[src/rtl/qft_sampler_core_pkg.sv]
// Shared types, constants and helpers for the 2-qubit QFT sampler datapath.
// Provides state-vector slicing, signed 8-bit saturation and the e^x knot table.
package qft_sampler_core_pkg;

    localparam int TOTAL_BITS  = 8;
    localparam int FX_BITS     = 5;
    localparam int COMP_BITS   = 16;
    localparam int QSTATE_BITS = 64;

    // e^x sampled at x = -2.0, -1.5, ... , 2.0 in S2.5 units, unsigned.
    localparam logic [9:0] EXP_KNOTS [0:8] = '{
        10'd4, 10'd7, 10'd12, 10'd19, 10'd32,
        10'd53, 10'd87, 10'd143, 10'd236
    };

    // Amplitude n of a packed state; n = 0 is |00> in the top 16 bits.
    function automatic logic [COMP_BITS-1:0] amp(
        input logic [QSTATE_BITS-1:0] s,
        input int                     n
    );
        logic [QSTATE_BITS-1:0] t;
        t = s >> (COMP_BITS * (3 - n));
        return t[COMP_BITS-1:0];
    endfunction

    function automatic logic signed [TOTAL_BITS-1:0] amp_re(
        input logic [COMP_BITS-1:0] a
    );
        return a[15:8];
    endfunction

    function automatic logic signed [TOTAL_BITS-1:0] amp_im(
        input logic [COMP_BITS-1:0] a
    );
        return a[7:0];
    endfunction

    // Clamp to the signed 8-bit range; callers widen their operand to 18 bits.
    function automatic logic signed [TOTAL_BITS-1:0] sat8(
        input logic signed [17:0] v
    );
        if (v > 18'sd127)
            return 8'sd127;
        else if (v < -18'sd128)
            return -8'sd128;
        else
            return v[7:0];
    endfunction

endpackage

[src/rtl/qft_sampler_core_exp_pwl8.sv]
// Combinational 8-segment piecewise-linear e^x over [-2, 2), S2.5 in and out.
// Ports: x (signed S2.5 input), y (saturated S2.5 result, never negative).
import qft_sampler_core_pkg::*;

module exp_pwl8 (
    input  logic signed [TOTAL_BITS-1:0] x,
    output logic signed [TOTAL_BITS-1:0] y
);

    logic [7:0]  biased;
    logic [3:0]  kb;
    logic [3:0]  kn;
    logic [3:0]  off;
    logic [9:0]  b0;
    logic [9:0]  diff;
    logic [13:0] prod;
    logic [10:0] lin;

    always_comb begin
        // Shift x into [0, 127]: upper 3 bits pick the segment, low 4 the offset.
        biased = x + 8'd64;
        kb     = {1'b0, biased[6:4]};
        kn     = kb + 4'd1;
        off    = biased[3:0];
        b0     = EXP_KNOTS[kb];
        diff   = EXP_KNOTS[kn] - b0;
        prod   = {4'b0, diff} * {10'b0, off};
        lin    = {1'b0, b0} + {1'b0, prod[13:4]};

        if (x[7] && !x[6])
            y = '0;
        else if (!x[7] && x[6])
            y = 8'sd127;
        else
            y = sat8($signed({7'b0, lin}));
    end

endmodule

[src/rtl/qft_sampler_core.sv]
// Registered e^x, 2-qubit QFT and |amp|^2 sampler paths for the QFT demo.
// Ports: clk, rst (sync, active high), in_valid, exp_x_in, q_state_in, samp_sel,
// samp_state_in -> exp_x_out, qft_state_out, mag_sq_out, out_valid.
import qft_sampler_core_pkg::*;

module qft_sampler_core (
    input  logic                   clk,
    input  logic                   rst,
    input  logic                   in_valid,
    input  logic [TOTAL_BITS-1:0]  exp_x_in,
    input  logic [QSTATE_BITS-1:0] q_state_in,
    input  logic                   samp_sel,
    input  logic [QSTATE_BITS-1:0] samp_state_in,
    output logic [TOTAL_BITS-1:0]  exp_x_out,
    output logic [QSTATE_BITS-1:0] qft_state_out,
    output logic [31:0]            mag_sq_out,
    output logic                   out_valid
);

    logic signed [TOTAL_BITS-1:0] exp_y;
    logic [QSTATE_BITS-1:0]       qft_next;
    logic [31:0]                  mag_next;
    logic [QSTATE_BITS-1:0]       samp_src;

    logic signed [9:0] xr [4];
    logic signed [9:0] xi [4];
    logic signed [9:0] sr [4];
    logic signed [9:0] si [4];

    logic signed [TOTAL_BITS-1:0] mr [4];
    logic signed [TOTAL_BITS-1:0] mi [4];
    logic signed [15:0]           rr [4];
    logic signed [15:0]           ii [4];
    logic [16:0]                  msum [4];
    logic [16:0]                  mshift [4];
    logic [7:0]                   m [4];

    // Floor-halve a 10-bit sum, then clamp to 8 bits.
    function automatic logic signed [TOTAL_BITS-1:0] half_sat(
        input logic signed [9:0] v
    );
        logic signed [9:0] h;
        h = v >>> 1;
        return sat8({{8{h[9]}}, h});
    endfunction

    exp_pwl8 u_exp (
        .x (exp_x_in),
        .y (exp_y)
    );

    always_comb begin
        for (int j = 0; j < 4; j++) begin
            xr[j] = 10'(amp_re(amp(q_state_in, j)));
            xi[j] = 10'(amp_im(amp(q_state_in, j)));
        end

        // Multiplying by i maps (re, im) to (-im, re), so each output
        // is a signed sum of re/im-swapped inputs.
        sr[0] = xr[0] + xr[1] + xr[2] + xr[3];
        si[0] = xi[0] + xi[1] + xi[2] + xi[3];
        sr[1] = xr[0] - xi[1] - xr[2] + xi[3];
        si[1] = xi[0] + xr[1] - xi[2] - xr[3];
        sr[2] = xr[0] - xr[1] + xr[2] - xr[3];
        si[2] = xi[0] - xi[1] + xi[2] - xi[3];
        sr[3] = xr[0] + xi[1] - xr[2] - xi[3];
        si[3] = xi[0] - xr[1] - xi[2] + xr[3];

        qft_next = {half_sat(sr[0]), half_sat(si[0]),
                    half_sat(sr[1]), half_sat(si[1]),
                    half_sat(sr[2]), half_sat(si[2]),
                    half_sat(sr[3]), half_sat(si[3])};
    end

    always_comb begin
        // samp_sel = 1 reads the registered QFT result, adding a cycle.
        samp_src = samp_sel ? qft_state_out : samp_state_in;

        for (int n = 0; n < 4; n++) begin
            mr[n]     = amp_re(amp(samp_src, n));
            mi[n]     = amp_im(amp(samp_src, n));
            rr[n]     = 16'(mr[n]) * 16'(mr[n]);
            ii[n]     = 16'(mi[n]) * 16'(mi[n]);
            msum[n]   = {1'b0, rr[n]} + {1'b0, ii[n]};
            mshift[n] = msum[n] >> FX_BITS;
            m[n]      = sat8($signed({1'b0, mshift[n]}));
        end

        mag_next = {m[0], m[1], m[2], m[3]};
    end

    always_ff @(posedge clk) begin
        if (rst) begin
            exp_x_out     <= '0;
            qft_state_out <= '0;
            mag_sq_out    <= '0;
            out_valid     <= 1'b0;
        end else begin
            out_valid <= in_valid;
            if (in_valid) begin
                exp_x_out     <= exp_y;
                qft_state_out <= qft_next;
                mag_sq_out    <= mag_next;
            end
        end
    end

endmodule

[config.mk]
export PLATFORM = sky130hd
export DESIGN_NAME = qft_sampler_core
export DESIGN_NICKNAME = d
export VERILOG_FILES = /design/src/rtl/qft_sampler_core_pkg.sv /design/src/rtl/qft_sampler_core_exp_pwl8.sv /design/src/rtl/qft_sampler_core.sv
export SDC_FILE = /design/constraint.sdc
export NUM_CORES = 2
export LEC_CHECK = 0
export BUFFER_PORTS_ARGS = -buffer_cell sky130_fd_sc_hd__buf_2
export CAP_MARGIN = 20
export CORE_MARGIN = 10
export CORE_UTILIZATION = 55
export CTS_CLUSTER_DIAMETER = 200
export DETAILED_ROUTE_END_ITERATION = 12
export PLACE_DENSITY = 0.7
export SLEW_MARGIN = 20
export SYNTH_ARGS = -nofsm -noshare
export SYNTH_HDL_FRONTEND = slang
export SYNTH_SLANG_ARGS = --single-unit
[constraint.sdc]
create_clock -name clk -period 21.1 [get_ports clk]
set_clock_uncertainty 0.05 [all_clocks]
set_input_delay 4.22 -clock clk [delete_from_list [all_inputs] [get_ports clk]]
set_output_delay 4.22 -clock clk [all_outputs]
set_load 0.1 [all_outputs]
==> summary.md <==
| Metric | Value |
|---|---|
| Syn Std Cell Area | 30490 um^2 |
| Vias in the first global route | about 24000 |
| Clock sink total | 105 |
| Most frequent cells in the layout | inv_1, fa_1, ha_1 |
| Worst-skew pair later-pin latency | 0.41 ns |
| CTS resizes | 0 |
| Nets | approximately 4700 |
| 1st-iter DRT viols | approximately 1400 |
| Most common cell after layout, fill and taps aside | inv_1 |
| Avg Cell Area, Syn | slightly below 9 um^2 |
| Clk slew on worst S/H paths | around 0.09 ns |
| Tcrit/Tclk final | 0.5442 |
| Main synth FF type | dfxtp_1 |
| Post-CTS setup repair buffer count | 0 |
| Post-Syn Nets | 4473 |
| Overall global routing resource usage | 0.2345 |
| First-pass GRT wire length | about 120000 um |
| Critical Path Sink Type | flop |
| Hold Fails Final Rpt | 0 |
| Final HPWL DP | 66180 um |
| Mapped Cells | 3445 |
| RSZ-0062 raised after global routing | no |
| Arr. time, crit path | 11.68 ns |
| Largest net degree at the start of global routing | 68 |
| DR pass1 iterations | 5 |
| CP startpoint kind | input pin |
| Max Slew Vio Count | 0 |
| Maximum root-to-sink buffer count | 2 |
| Highest clock rate | approximately 0.087 GHz |
| Antenna-violating nets left | 0 |
| Post-DR wirelength/cell | 17.05 um |
| Site Rows | 86 |
| Clock root cell | clkbuf_16 |
| Fillcell total | ~5000 |
| Initial core utilization | 0.5545 |
| Synth Warn # | 0 |
| Status | complete, no violations |
| Final Setup Violations | 0 |
| I/O Buffers | 244 |
| Post-layout min period | around 11 ns |
| Die area | about 65000 um^2 |
| Cell mode on critical path | fa_1 |
| Core ar. | 54990 um^2 |
| Die X | ~260 um |
| Critical path fanouts, max | 37 |
| DIE HEIGHT | 255.5 um |
| Detailed-route via count | 23680 |
| CTS Hold Bufs | 0 |
| TritonCTS buffer count | 9 |
| Worst Hold Class | flop to flop |
| Residual DRC count | 0 |
| CP required | 21.30 ns |
| Post-Route WL | approximately 76000 um |
| Top Ports | 245 |
| Slew @ Worst Pin | between 1 and 1.5 ns |
| Initial antenna violation count | 45 |
| Post-synthesis sequential area ratio | 0.06894 |
| Synth-to-layout area growth | 7.932% |
| Slowest cell on the critical path | mux2i_1 |
| MaxCap Viol Count | 0 |
| GP Congestion | 0.9369 |
| Htree depth | 3 |
| Async SR Flop Fraction | 0 |
| Post-Route Setup TNS | 0 ns |
| Drt via density | 5.343 |
| CTS tree | yes |
| Critical path type | input pin to flop |
| Synth cell types | 77 |
| CP peak stage delay | 0.64 ns |
| Share of layout cells above drive strength 1 | 0.08181 |
| #FFs+latches synth | between 100 and 150 |
| Rel. slew slack | 0.2462 |
| EDFF count, synth | 0 |
| GRT overflow | 0 |
| Worst-path cell chain | buf_4, buf_4, mux2i_1, inv_1, nand2_1, inv_1, fa_1, fa_1, fa_1, fa_1, ha_1, a21oi_1, o21bai_1, a21oi_1, o21bai_1, a21oi_1, or4b_2, o211ai_1, ha_1, o21a_1, o21ai_0, o211ai_1, a2111oi_4, a211oi_1 |
==> flip-flops by register name (all words and copies together) (netlist names) <==
signal and flops:
exp_x_out 8, qft_state_out 64, mag_sq_out 32, out_valid 1
==> worst max-delay path, delay by kind of cell <==
kind / cells / cell delay [ns]
compound gates: 11 / 2.05
mux: 1 / 0.64
simple gates: 2 / 0.75
fa+ha+maj: 6 / 2.63
buf+inv: 4 / 1.32
==> path summary, 6_finish.rpt <==
kind                                       start                     endpoint  slack [ns]  cells after the start
setup / recovery                        samp_sel   mag_sq_out[6]$_SDFFE_PP0P_        9.62                     24
hold / removal       mag_sq_out[31]$_SDFFE_PP0P_  mag_sq_out[31]$_SDFFE_PP0P_        0.41                      1
setup reg to reg  qft_state_out[24]$_SDFFE_PP0P_  mag_sq_out[13]$_SDFFE_PP0P_       14.03                     27
hold reg to reg      mag_sq_out[31]$_SDFFE_PP0P_  mag_sq_out[31]$_SDFFE_PP0P_        0.41                      1
==> metal layers <==
layer,up-vias,share of wire,GRT usage
met5,-,0.0045,0
met2,497,0.45,0.3681
met4,54,0.018,0.04546
li1,11610,-,-
met3,113,0.083,0.07974
met1,11410,0.45,0.3110
==> synth_stat cells, drive strengths merged (14+ instances only) <==
library cell / n / area, um^2
and2: 45 / 281.5
maj3: 25 / 250.2
xnor2: 175 / 1533
xor2: 67 / 586.8
nand2b: 20 / 125.1
a31oi: 14 / 87.58
ha: 367 / 4592
nand3: 39 / 195.2
nand2: 227 / 852.1
fa: 521 / 10430
dfxtp: 105 / 2102
or3: 14 / 87.58
nor2: 329 / 1235
nor2b: 33 / 206.5
a21oi: 149 / 745.7
a211oi: 74 / 560.5
nor3: 52 / 260.3
a21o: 58 / 435.4
inv: 679 / 2549
mux2i: 57 / 570.6
o21ai: 86 / 430.4
clkbuf: 35 / 131.4
o21bai: 26 / 195.2
o21a: 25 / 187.7
==> area by class of cell <==
type | instances | area (um^2) | area share
antenna | 17 | 42.54 | 0.001293
clock buffer | 11 | 242.7 | 0.007376
clock inverter | 5 | 85.08 | 0.002585
inverter | 679 | 2549 | 0.07745
multi-input combinational | 2614 | 25660 | 0.7797
sequential | 105 | 2102 | 0.06387
tap | 748 | 935.9 | 0.02844
timing repair buffer | 253 | 1294 | 0.03931
==> metrics by stage <==
stage | cell area [um^2] | utilization | cells | worst slack [ns] | hold WS (ns)
final | 32910 | 0.5985 | 4432 | 9.618 | 0.4115
after global routing | 32880 | 0.5981 | 4422 | 9.001 | 0.4411
after CTS | 32870 | 0.5977 | 4415 | 9.622 | 0.4134
after detailed placement | 32540 | 0.5918 | 4399 | 9.176 | 0.3923
after global placement | 32540 | 0.5918 | 4399 | 9.337 | 0.3861
after floorplan | 30490 | - | 3445 | 10.04 | 0.8374
==> kinds of logic (layout without fill, tap and decap cells) <==
kind of cell | Yosys count | count (layout) | synth area share
mux | 67 | 67 | 0.02241
flops | 105 | 105 | 0.06894
buf+inv | 726 | 948 | 0.08979
other cells | 0 | 17 | 0
xor+xnor | 242 | 242 | 0.06951
compound gates | 541 | 541 | 0.1189
fa+ha+maj | 913 | 913 | 0.5009
simple gates | 851 | 851 | 0.1296
Power is not shown: default switching activity piles up to over one toggle a cycle in this logic, so the estimate is an artifact.
